$ cat config.mk
export PLATFORM = sky130hd
export DESIGN_NAME = branch_resolve_unit
export DESIGN_NICKNAME = d
export VERILOG_FILES = /design/src/rtl/bru_pkg.sv /design/src/rtl/br_cond_eval.sv /design/src/rtl/branch_resolve_unit.sv
export SDC_FILE = /design/constraint.sdc
export NUM_CORES = 1
export LEC_CHECK = 0
export BUFFER_PORTS_ARGS = -buffer_cell sky130_fd_sc_hd__buf_2
export CAP_MARGIN = 20
export CORE_UTILIZATION = 48
export DETAILED_ROUTE_END_ITERATION = 6
export PLACE_DENSITY = 0.84
export SETUP_SLACK_MARGIN = 0.2
export SLEW_MARGIN = 40
export SYNTH_ARGS = -nofsm -noshare
export SYNTH_HDL_FRONTEND = slang
export SYNTH_SLANG_ARGS = --single-unit
$ cat constraint.sdc
create_clock -name clk -period 6.21 [get_ports clk]
set_input_delay 1.242 -clock clk [delete_from_list [all_inputs] [get_ports clk]]
set_output_delay 1.242 -clock clk [all_outputs]
set_load 0.05 [all_outputs]
$ cat src/rtl/bru_pkg.sv
// Shared definitions for the branch resolve unit: branch funct3 codes and FSM states.
package bru_pkg;

  localparam logic [2:0] F3_BEQ  = 3'b000;
  localparam logic [2:0] F3_BNE  = 3'b001;
  localparam logic [2:0] F3_BLT  = 3'b100;
  localparam logic [2:0] F3_BGE  = 3'b101;
  localparam logic [2:0] F3_BLTU = 3'b110;
  localparam logic [2:0] F3_BGEU = 3'b111;

  typedef enum logic {
    BRU_IDLE  = 1'b0,
    BRU_FLUSH = 1'b1
  } bruState_t;

endpackage

$ cat src/rtl/br_cond_eval.sv
// Combinational branch-condition evaluation: maps funct3 plus comparator flags to the
// taken outcome, selects unsigned compare mode and flags reserved funct3 encodings.
module br_cond_eval
  import bru_pkg::*;
(
  input  logic [2:0] funct3,
  input  logic       brEq,
  input  logic       brLt,
  output logic       taken,
  output logic       brUn,
  output logic       illegal
);

  always_comb begin
    taken   = 1'b0;
    illegal = 1'b0;
    case (funct3)
      F3_BEQ:          taken = brEq;
      F3_BNE:          taken = !brEq;
      F3_BLT, F3_BLTU: taken = brLt;
      F3_BGE, F3_BGEU: taken = !brLt;
      default:         illegal = 1'b1;
    endcase
  end

  // Compare mode depends only on funct3 so the comparator can settle before BrLt is used.
  assign brUn = (funct3 == F3_BLTU) || (funct3 == F3_BGEU);

endmodule

$ cat src/rtl/branch_resolve_unit.sv
// EX-stage branch/jump resolution with registered PC redirect and IF/ID flush sequencing.
// Optional saturating performance counters are built when BRU_PERF_CNT_EN is defined.
module branch_resolve_unit
  import bru_pkg::*;
#(
  parameter int XLEN         = 32,
  parameter int FLUSH_CYCLES = 2,
  parameter int CNT_W        = 32
) (
  input  logic             clk,
  input  logic             rst_n,
  input  logic             ex_valid,
  input  logic             ex_stall,
  input  logic             ex_is_branch,
  input  logic             ex_is_jal,
  input  logic             ex_is_jalr,
  input  logic [2:0]       ex_funct3,
  input  logic             ex_pred_taken,
  input  logic [XLEN-1:0]  ex_pc,
  input  logic [XLEN-1:0]  ex_target,
  input  logic             BrEq,
  input  logic             BrLt,
  output logic             BrUn,
  output logic             br_taken,
  output logic             illegal_br,
  output logic             redirect_valid,
  output logic [XLEN-1:0]  redirect_pc,
  output logic             flush_if,
  output logic             flush_id,
  output logic [CNT_W-1:0] perf_branches,
  output logic [CNT_W-1:0] perf_mispred
);

  localparam int FCW = $clog2(FLUSH_CYCLES + 1);

  bruState_t       stateReg, stateNext;
  logic [FCW-1:0]  flushCntReg, flushCntNext;
  logic            redirectValidReg, redirectValidNext;
  logic [XLEN-1:0] redirectPcReg, redirectPcNext;
  logic            flushIfReg, flushIfNext;
  logic            flushIdReg, flushIdNext;

  logic            condTaken, condIllegal;
  logic            isJalr, isJal, isBranch, isCtl;
  logic            resolve, mispred;
  logic [XLEN-1:0] resolvedTarget;

  br_cond_eval uCondEval (
    .funct3  (ex_funct3),
    .brEq    (BrEq),
    .brLt    (BrLt),
    .taken   (condTaken),
    .brUn    (BrUn),
    .illegal (condIllegal)
  );

  // Malformed multi-hot decode falls back to jalr > jal > branch.
  assign isJalr   = ex_is_jalr;
  assign isJal    = ex_is_jal & !ex_is_jalr;
  assign isBranch = ex_is_branch & !ex_is_jal & !ex_is_jalr;
  assign isCtl    = isJalr | isJal | isBranch;

  assign br_taken   = isJalr | isJal | (isBranch & condTaken);
  assign illegal_br = ex_valid & isBranch & condIllegal;

  assign resolve = ex_valid & !ex_stall & isCtl & (stateReg == BRU_IDLE);
  // A predicted-taken JALR used a guessed target, so it always redirects.
  assign mispred = resolve & ((br_taken != ex_pred_taken) | (isJalr & ex_pred_taken));

  always_comb begin
    resolvedTarget = ex_pc + XLEN'(4);
    if (isJalr)
      resolvedTarget = {ex_target[XLEN-1:1], 1'b0};
    else if (br_taken)
      resolvedTarget = ex_target;
  end

  always_comb begin
    stateNext         = stateReg;
    flushCntNext      = flushCntReg;
    redirectValidNext = 1'b0;
    redirectPcNext    = redirectPcReg;
    flushIfNext       = 1'b0;
    flushIdNext       = flushIdReg;
    case (stateReg)
      BRU_IDLE: begin
        flushIdNext = 1'b0;
        if (mispred) begin
          stateNext         = BRU_FLUSH;
          redirectValidNext = 1'b1;
          redirectPcNext    = resolvedTarget;
          flushIfNext       = 1'b1;
          flushIdNext       = 1'b1;
          flushCntNext      = FCW'(FLUSH_CYCLES - 1);
        end
      end
      BRU_FLUSH: begin
        if (flushCntReg != '0) begin
          flushIdNext  = 1'b1;
          flushCntNext = flushCntReg - FCW'(1);
        end else begin
          stateNext   = BRU_IDLE;
          flushIdNext = 1'b0;
        end
      end
      default: begin
        stateNext   = BRU_IDLE;
        flushIdNext = 1'b0;
      end
    endcase
  end

  always_ff @(posedge clk or negedge rst_n) begin
    if (!rst_n) begin
      stateReg         <= BRU_IDLE;
      flushCntReg      <= '0;
      redirectValidReg <= 1'b0;
      redirectPcReg    <= '0;
      flushIfReg       <= 1'b0;
      flushIdReg       <= 1'b0;
    end else begin
      stateReg         <= stateNext;
      flushCntReg      <= flushCntNext;
      redirectValidReg <= redirectValidNext;
      redirectPcReg    <= redirectPcNext;
      flushIfReg       <= flushIfNext;
      flushIdReg       <= flushIdNext;
    end
  end

  assign redirect_valid = redirectValidReg;
  assign redirect_pc    = redirectPcReg;
  assign flush_if       = flushIfReg;
  assign flush_id       = flushIdReg;

`ifdef BRU_PERF_CNT_EN
  logic [CNT_W-1:0] perfBranchesReg, perfMispredReg;

  // Counters stick at all-ones rather than wrapping.
  always_ff @(posedge clk or negedge rst_n) begin
    if (!rst_n) begin
      perfBranchesReg <= '0;
      perfMispredReg  <= '0;
    end else begin
      if (resolve && (perfBranchesReg != '1))
        perfBranchesReg <= perfBranchesReg + CNT_W'(1);
      if (mispred && (perfMispredReg != '1))
        perfMispredReg <= perfMispredReg + CNT_W'(1);
    end
  end

  assign perf_branches = perfBranchesReg;
  assign perf_mispred  = perfMispredReg;
`else
  assign perf_branches = '0;
  assign perf_mispred  = '0;
`endif

endmodule

==> impl_metrics.toml, run 1 <==
[clock_tree]
path_clk_slew_ps = 80
clock_sinks = 36
cts_tree = "yes"
worstSkewPairLatency_ps = 290
hold_buffers = 0
cts_buffer_depth = 2
cts_root_buffer = "clkbuf_8"
post_cts_buffers = 0
cts_inserted_buffers = 5
htree_levels = 2
cts_resized = 0

[synth]
synth_largest_area_cell = "dfrtp_1"
yosys.area.top_type_share_pct = 29.7
synth_cells = 366
ys_ff_latch = 36
ys_types = 55
synth_edf_count = 0
ys.flop_type = "dfrtp_1"
synth.avg_cell_area_um2 = 8.30
yosysWarnings = 0
synth_area_um2 = 3040
async_reset_ff_share_pct = 100
synth.area.top_cells = "dfrtp_1, buf_4, o21ai_0, mux2i_1, nand3_1"
yosysSeqAreaShare_pct = 29.7

[timing]
final_max_slew_viol_count = 0
period_minus_slack_ps = 4560
setup_viol = 0
fin_crit_sh_pct = 73.4
tns_ps = 0
clock_skew_ps = 5.60
rsz0062_at_grt = "no"
hold_viol_final = 0
fmax_mhz = 219
max_slew_margin_pct = 50.6
tightestPinTransition_ps = 734

[place]
hpwl_um = 6170
dp_cells = 538
place.gp.congestion = 0.877
postPlaceCellArea_um2 = 3400
port_buffers = 114

[detailed_routing]
vias_per_cell = 5.40
vias = 2950
drc = 0
first_pass_iters = 4
routed_wl_um = 8250
ant_nets = 0
first_iter_violations = 168
wire_per_inst_um = 15.1

[hold_path]
holdPathStages = 2
hp-class = "flop to flop"
min_from = "redirect_pc[0]"
hold_end = "redirect_pc[0]"

[global_routing]
antenna_found_initial = 0
grt_overflow_total = 0
grt_max_degree = 37
grt_pass1_vias = 2721
grt_pass1_wl_um = 12400
grt_use_total_pct = 24.4

[pwr]
p_total_mw = 1.36
ir_drop_mv = 0.214
power.leakage_nw = 1.69
power_density_nw_per_um2 = 391

[critical_path]
reg2reg_to = "redirect_pc[20]"
r2r_setup_slack_ps = 4390
worstPathRequired_ps = 4970
crit_type = "primary input to output port"
arrival_ps = 3310
cp-start-kind = "primary input"
reg2reg_from = "flush_id"
endpoint_kind = "output port"
r2r_cells = 5
crit_fanout = 28

[finish]
final_nets = 549
drive_gt1_share_pct = 30.6
layout_common_cells = "buf_2, conb_1, o21ai_0, dfrtp_1"
syn_to_final_growth_pct = 15.0
antennaDiodeCount = 0
final_cell_area_um2 = 3490
stdcell_count = 546
final_common_cell = "buf_2"
final_core_util_pct = 57.9

[job]
max-cap-violations = 0

[floorplanning]
die_height_um = 81.5
rows = 28
initial_core_util_pct = 50.4
coreArea_um2 = 6030
die_area_um2 = 6650
io_pins = 179
fp.dieW_um = 81.5

[outcome]
status = "completed"
cells in the mapped netlist, drive strengths merged (3+ instances only):
library cell / instances
xor2: 8
dfrtp: 36
nand2: 12
inv: 11
o31a: 4
or2: 4
nor3: 12
nand3: 16
o22ai: 3
o31ai: 10
clkbuf: 12
xnor2: 8
or3: 3
nor4: 11
mux2i: 17
a31o: 4
and4: 3
nand4: 13
o21ai: 57
a21oi: 8
nor2: 18
buf: 71
how the worst max path moves through the flow:
stage | from | endpoint | depth (start not counted) | slack, ps
2_1_floorplan | ex_funct3[1] | br_taken | 5 | 2440
3_3_place_gp | ex_funct3[1] | br_taken | 7 | 1760
3_5_place_dp | ex_funct3[1] | br_taken | 7 | 1650
4_1_cts | ex_funct3[1] | br_taken | 7 | 1640
5_1_grt | ex_funct3[1] | br_taken | 7 | 1520
6_report | ex_funct3[1] | br_taken | 7 | 1650
metal layers:
metal	routed length (um)	global-route usage, %
met1	3410	29.4
met2	4100	41.4
met3	585	7.00
met4	162	8.21
met5	0	0
sequential cells by signal (all words and copies together) (netlist names):
name	flops
flushCntReg	2
flush_id	1
redirect_pc	32
flush_if	1
stage by stage:
step / worst slack, ps / hold WS (ps)
after global routing: 1520 / 545
final: 1650 / 513
after detailed placement: 1650 / 496
after floorplan: 2440 / 511
after global placement: 1760 / 486
after CTS: 1640 / 513
worst max-delay path, stage by stage:
cell     delay (ps)
buf_2           120
or3b_1          420
o22ai_1         380
nor2_2           40
buf_4           260
inv_1           480
buf_2           370
cell type report:
type	count	area, um2
fill	578	2530
tap	75	93.8
inverter	11	41.3
timing repair buffer	117	596
sequential	36	901
multi-input combinational	299	1770
clock buffer	6	82.6
clock inverter	2	10.0
logic make-up (layout without fill, tap and decap cells):
group                      count (synthesis)  count (layout)  synth area share, %
AOI/OAI and AO/OA                         98              98                 19.9
xor gates and xnor gates                  16              16                 4.61
adders and majority gates                  2               2                0.824
buffers and inverters                     94             136                 20.2
DFF                                       36              36                 29.7
muxes                                     18              18                 5.97
other                                      1              64                0.123
and+or+nand+nor                          101             101                 18.7
report_power, final:
part	internal, mW	leakage (nW)	switching, mW
registers	0.341	0.448	0.0480
clock network	0.0886	0.0510	0.0892
logic	0.170	1.19	0.629
total	0.599	1.69	0.766
(Power assumes the default switching activity.)
==> run 2, diff against run 1 <==
CORE_UTILIZATION = 45   (was 48)
PLACE_DENSITY = 0.79   (was 0.84)
clock period = 4.3 ns   (was 6.21 ns; I/O delays follow)
==> impl_metrics.toml, run 2 (synthesis gave the netlist of run 1 again) <==
[outcome]
status = "finished with violations"
violations = "DRC"

[place]
port_buffers = 114
hpwl_um = 6210
place.gp.congestion = 0.881

[floorplanning]
fp.dieW_um = 84.1
die_height_um = 84.1
rows = 29
initial_core_util_pct = 47.3
die_area_um2 = 7080
io_pins = 179
coreArea_um2 = 6420

[clock_tree]
cts_inserted_buffers = 5
hold_buffers = 0
cts_resized = 0
post_cts_buffers = 0
cts_root_buffer = "clkbuf_8"
clock_sinks = 36
cts_buffer_depth = 2
cts_tree = "yes"
path_clk_slew_ps = 70
htree_levels = 2
worstSkewPairLatency_ps = 290

[detailed_routing]
routed_wl_um = 8310
vias = 2920
drc = 26
wire_per_inst_um = 15.2
ant_nets = 0
first_pass_iters = 7
vias_per_cell = 5.33
first_iter_violations = 151

[global_routing]
grt_pass1_vias = 2790
grt_pass1_wl_um = 13200
grt_use_total_pct = 23.4
grt_max_degree = 37
grt_overflow_total = 0
antenna_found_initial = 0

[finish]
final_common_cell = "buf_2"
layout_common_cells = "buf_2, conb_1, o21ai_0, dfrtp_1"
drive_gt1_share_pct = 30.6
largest_reg_flops = 32
syn_to_final_growth_pct = 15.4
final_core_util_pct = 54.6
antennaDiodeCount = 0
final_nets = 550

[critical_path]
reg2reg_to = "redirect_pc[0]"
worstPathRequired_ps = 3440
r2r_cells = 5
crit_fanout = 5
crit_type = "primary input to output port"
arrival_ps = 2320
cp-start-kind = "primary input"
endpoint_kind = "output port"
r2r_setup_slack_ps = 2470
reg2reg_from = "flush_id"

[timing]
tightestPinTransition_ps = 609
final_max_slew_viol_count = 0
fmax_mhz = 314
clock_skew_ps = 6.05
max_slew_margin_pct = 59.0
rsz0062_at_grt = "no"
hold_viol_final = 0
period_minus_slack_ps = 3180
setup_viol = 0
fin_crit_sh_pct = 74.0
tns_ps = 0

[hold_path]
holdPathStages = 2
hp-class = "flop to flop"
min_from = "redirect_pc[4]"
hold_end = "redirect_pc[4]"

[pwr]
power_density_nw_per_um2 = 567
ir_drop_mv = 0.213
power.leakage_nw = 1.69

[job]
max-cap-violations = 0
## run 2: changes by cell type in the layout (fill, tap and decap cells not counted)
cell and change:
clkbuf_8 +1, clkinv_2 -2, buf_4 +1
## run 2: how the worst max path moves through the flow
stage,startpoint,depth (start not counted),endpoint,slack [ps]
floorplan,ex_funct3[1],5,br_taken,1290
global placement,ex_funct3[1],7,redirect_pc[4],990
detailed placement,ex_funct3[1],6,br_taken,1110
CTS,ex_funct3[1],6,br_taken,1110
global route,ex_funct3[1],6,br_taken,1010
finish,ex_funct3[1],6,br_taken,1120
## run 2: worst max-delay path: stages
cell and delay (ps):
buf_2 110, or3b_1 420, o22ai_1 500, nor2_2 90
inv_1 90, buf_2 260
## run 2: layout make-up
| type | count | area [um2] |
|---|---|---|
| timing repair buffer | 118 | 603 |
| tap | 77 | 96.3 |
| clock buffer | 7 | 96.3 |
| sequential | 36 | 901 |
| fill | 649 | 2920 |
| multi-input combinational | 299 | 1770 |
| inverter | 11 | 41.3 |
## run 2: routing by layer
metal | part of all wire (%) | routed length (um) | vias up | track usage (%)
li1 | - | - | 1403 | -
met4 | 2.1 | 172 | 0 | 6.11
met5 | 0 | 0 | - | 0
met1 | 41 | 3440 | 1354 | 29.2
met3 | 7.2 | 601 | 17 | 5.51
met2 | 49 | 4100 | 146 | 40.8
## run 2: report_power, final
part	internal [mW]	switching [mW]
sequential	0.492	0.0757
clock	0.143	0.123
combinational	0.246	0.908
## run 2: through the flow
step	setup slack, ps	cells	instance area, um2	hold slack, ps	power (mW)
global placement	990	541	3410	487	1.70
global route	1010	548	3500	534	2.09
detailed placement	1110	541	3410	490	1.73
floorplan	1290	429	3270	511	1.49
CTS	1110	548	3500	506	1.99
finish	1120	548	3500	504	1.99
==> run 3, diff against run 2 <==
ABC_AREA = 1   (was not set)
CORE_UTILIZATION = 46   (was 45)
clock period = 3.2 ns   (was 4.3 ns; I/O delays follow)
==> impl_metrics.toml, run 3 <==
[outcome]
status = "completed"

[critical_path]
path_cells = "buf_2 > nor3_1 > nand2_1 > nor3_1 > buf_2"
crit_type = "primary input to output port"
path_buf_inv = 2
cp-start-kind = "primary input"
cpMaxStageDelayCell = "buf_2"
r2r_cells = 5
crit_fanout = 4
critPathTopFamily = "simple AND/OR/NAND/NOR gates"
arrival_ps = 1530
slowest_delay_ps = 290
path_depth = 5
worstPathRequired_ps = 2560
endpoint_kind = "output port"

[synth]
synth_edf_count = 0
ys_types = 28
yosysSeqAreaShare_pct = 27.3
post-synth-top-count-cell = "nand2_1"
synth_cells = 522
yosys.area.top_type_share_pct = 27.3
ys_ff_latch = 36
synth_area_um2 = 3310
async_reset_ff_share_pct = 100
synth_common_cells = "nand2_1, buf_4, nand3_1"
ys.flop_type = "dfrtp_1"
synth_largest_area_cell = "dfrtp_1"
yosysWarnings = 0
synth.area.top_cells = "dfrtp_1, nand2_1, buf_4, nand3_1, nor2_1"
synth.avg_cell_area_um2 = 6.33

[clock_tree]
post_cts_buffers = 0
cts_resized = 0
cts_tree = "yes"
cts_root_buffer = "clkbuf_8"
htree_levels = 2
cts_buffer_depth = 2
path_clk_slew_ps = 80
clock_sinks = 36
worstSkewPairLatency_ps = 290
cts_inserted_buffers = 5
hold_buffers = 0

[floorplanning]
coreArea_um2 = 6870
initial_core_util_pct = 48.1
fp.dieW_um = 86.8
die_area_um2 = 7530
rows = 30
io_pins = 179
die_height_um = 86.8

[detailed_routing]
drc = 0
wire_per_inst_um = 11.2
vias_per_cell = 4.57
ant_nets = 0
first_iter_violations = 191
dr_wl_met3_um = 536
wl_met2_um = 3980
top_layer_used = "met4"
routed_wl_um = 8180
wirelength_met1_um = 3570
first_pass_iters = 5
vias = 3327

[global_routing]
grt_overflow_total = 0
grt_pass1_wl_um = 13200
grt_pass1_vias = 2923
grt_use_total_pct = 22.2
grt_max_degree = 37
antenna_found_initial = 0

[timing]
rsz0062_at_grt = "no"
max_slew_margin_pct = 49.6
period_minus_slack_ps = 2170
tns_ps = 0
setup_viol = 0
hold_viol_final = 0
fmax_mhz = 461
tightestPinTransition_ps = 754
final_max_slew_viol_count = 0
worst_slack_ps = 1030
fin_crit_sh_pct = 67.8
hold_slack_ps = 303
clock_skew_ps = 3.56

[place]
place_ws_ps = 941
dp_cells = 720
postPlaceCellArea_um2 = 3670
hpwl_um = 6520
port_buffers = 114
place.gp.congestion = 0.873

[finish]
layout_common_cells = "nand2_1, buf_2, conb_1, nand3_1, nor2_1"
final_cell_area_um2 = 3830
final_common_cell = "nand2_1"
syn_to_final_growth_pct = 15.8
fillCellCount = 736
antennaDiodeCount = 0
stdcell_count = 728
drive_gt1_share_pct = 23.4
seq_area_um2 = 901
largest_reg_flops = 32
multiInputGateArea_um2 = 1920
final_nets = 710

[hold_path]
hp-class = "primary input to async pin"

[pwr]
power_density_nw_per_um2 = 777
swShare_pct = 53.0
ir_drop_mv = 0.460
p_int_mw = 1.40
clkPwrFrac_pct = 18.9
p_switching_mw = 1.58
pwr-share-seq_pct = 26.8
combPwrFrac_pct = 54.4
power.leakage_nw = 2.20

[job]
max-cap-violations = 0
## run 3: cells by family (layout without fill, tap and decap cells)
family,count (synthesis),after routing,share of synthesized area (%)
simple gates,345,345,45.0
buf+inv,113,160,21.7
flops,36,36,27.3
compound gates,15,15,2.50
xor+xnor,10,10,2.65
fa+ha+maj,2,2,0.757
other cells,1,64,0.113
## run 3: worst paths after layout
path                            slack, ps               to      startpoint
max in group asynchronous            2560  redirect_pc[31]           rst_n
worst max register to register       1540   flushCntReg[0]        flush_id
worst min register to register        480   redirect_pc[6]  redirect_pc[6]
worst max-delay path                 1030       illegal_br      ex_is_jalr
worst min-delay path                  300  redirect_pc[13]           rst_n
min in group clk                      480   redirect_pc[6]  redirect_pc[6]
## run 3: routing by layer
layer	GRT usage [%]	up-vias
met1	28.9	1494
met3	2.86	9
met2	39.0	135
met5	0	-
met4	5.76	0
li1	-	1689
## run 3: final cells by class
class                   instances  share of cell area [%]
repair buffers                116                    15.4
clock buffers                   5                    1.80
inverters                      36                    3.53
clock inverters                 3                    2.35
multi-input cells             436                    50.3
flip-flops and latches         36                    23.5
well taps                      96                    3.14
## run 3: power by group through the flow
stage / Clock, mW / Sequential (mW) / Combinational, mW
2_1_floorplan: 0 / 1.53 / 0.589
3_3_place_gp: 0 / 0.798 / 1.59
3_5_place_dp: 0 / 0.801 / 1.62
4_1_cts: 0.573 / 0.795 / 1.63
5_1_grt: 0.590 / 0.818 / 1.72
6_report: 0.562 / 0.796 / 1.62
## run 3: through the flow
| step | power, mW | util (%) |
|---|---|---|
| after global routing | 3.13 | 55.7 |
| final | 2.98 | 55.7 |
| after detailed placement | 2.42 | 53.4 |
| after floorplan | 2.12 | - |
| after CTS | 2.99 | 55.7 |
| after global placement | 2.39 | 53.4 |
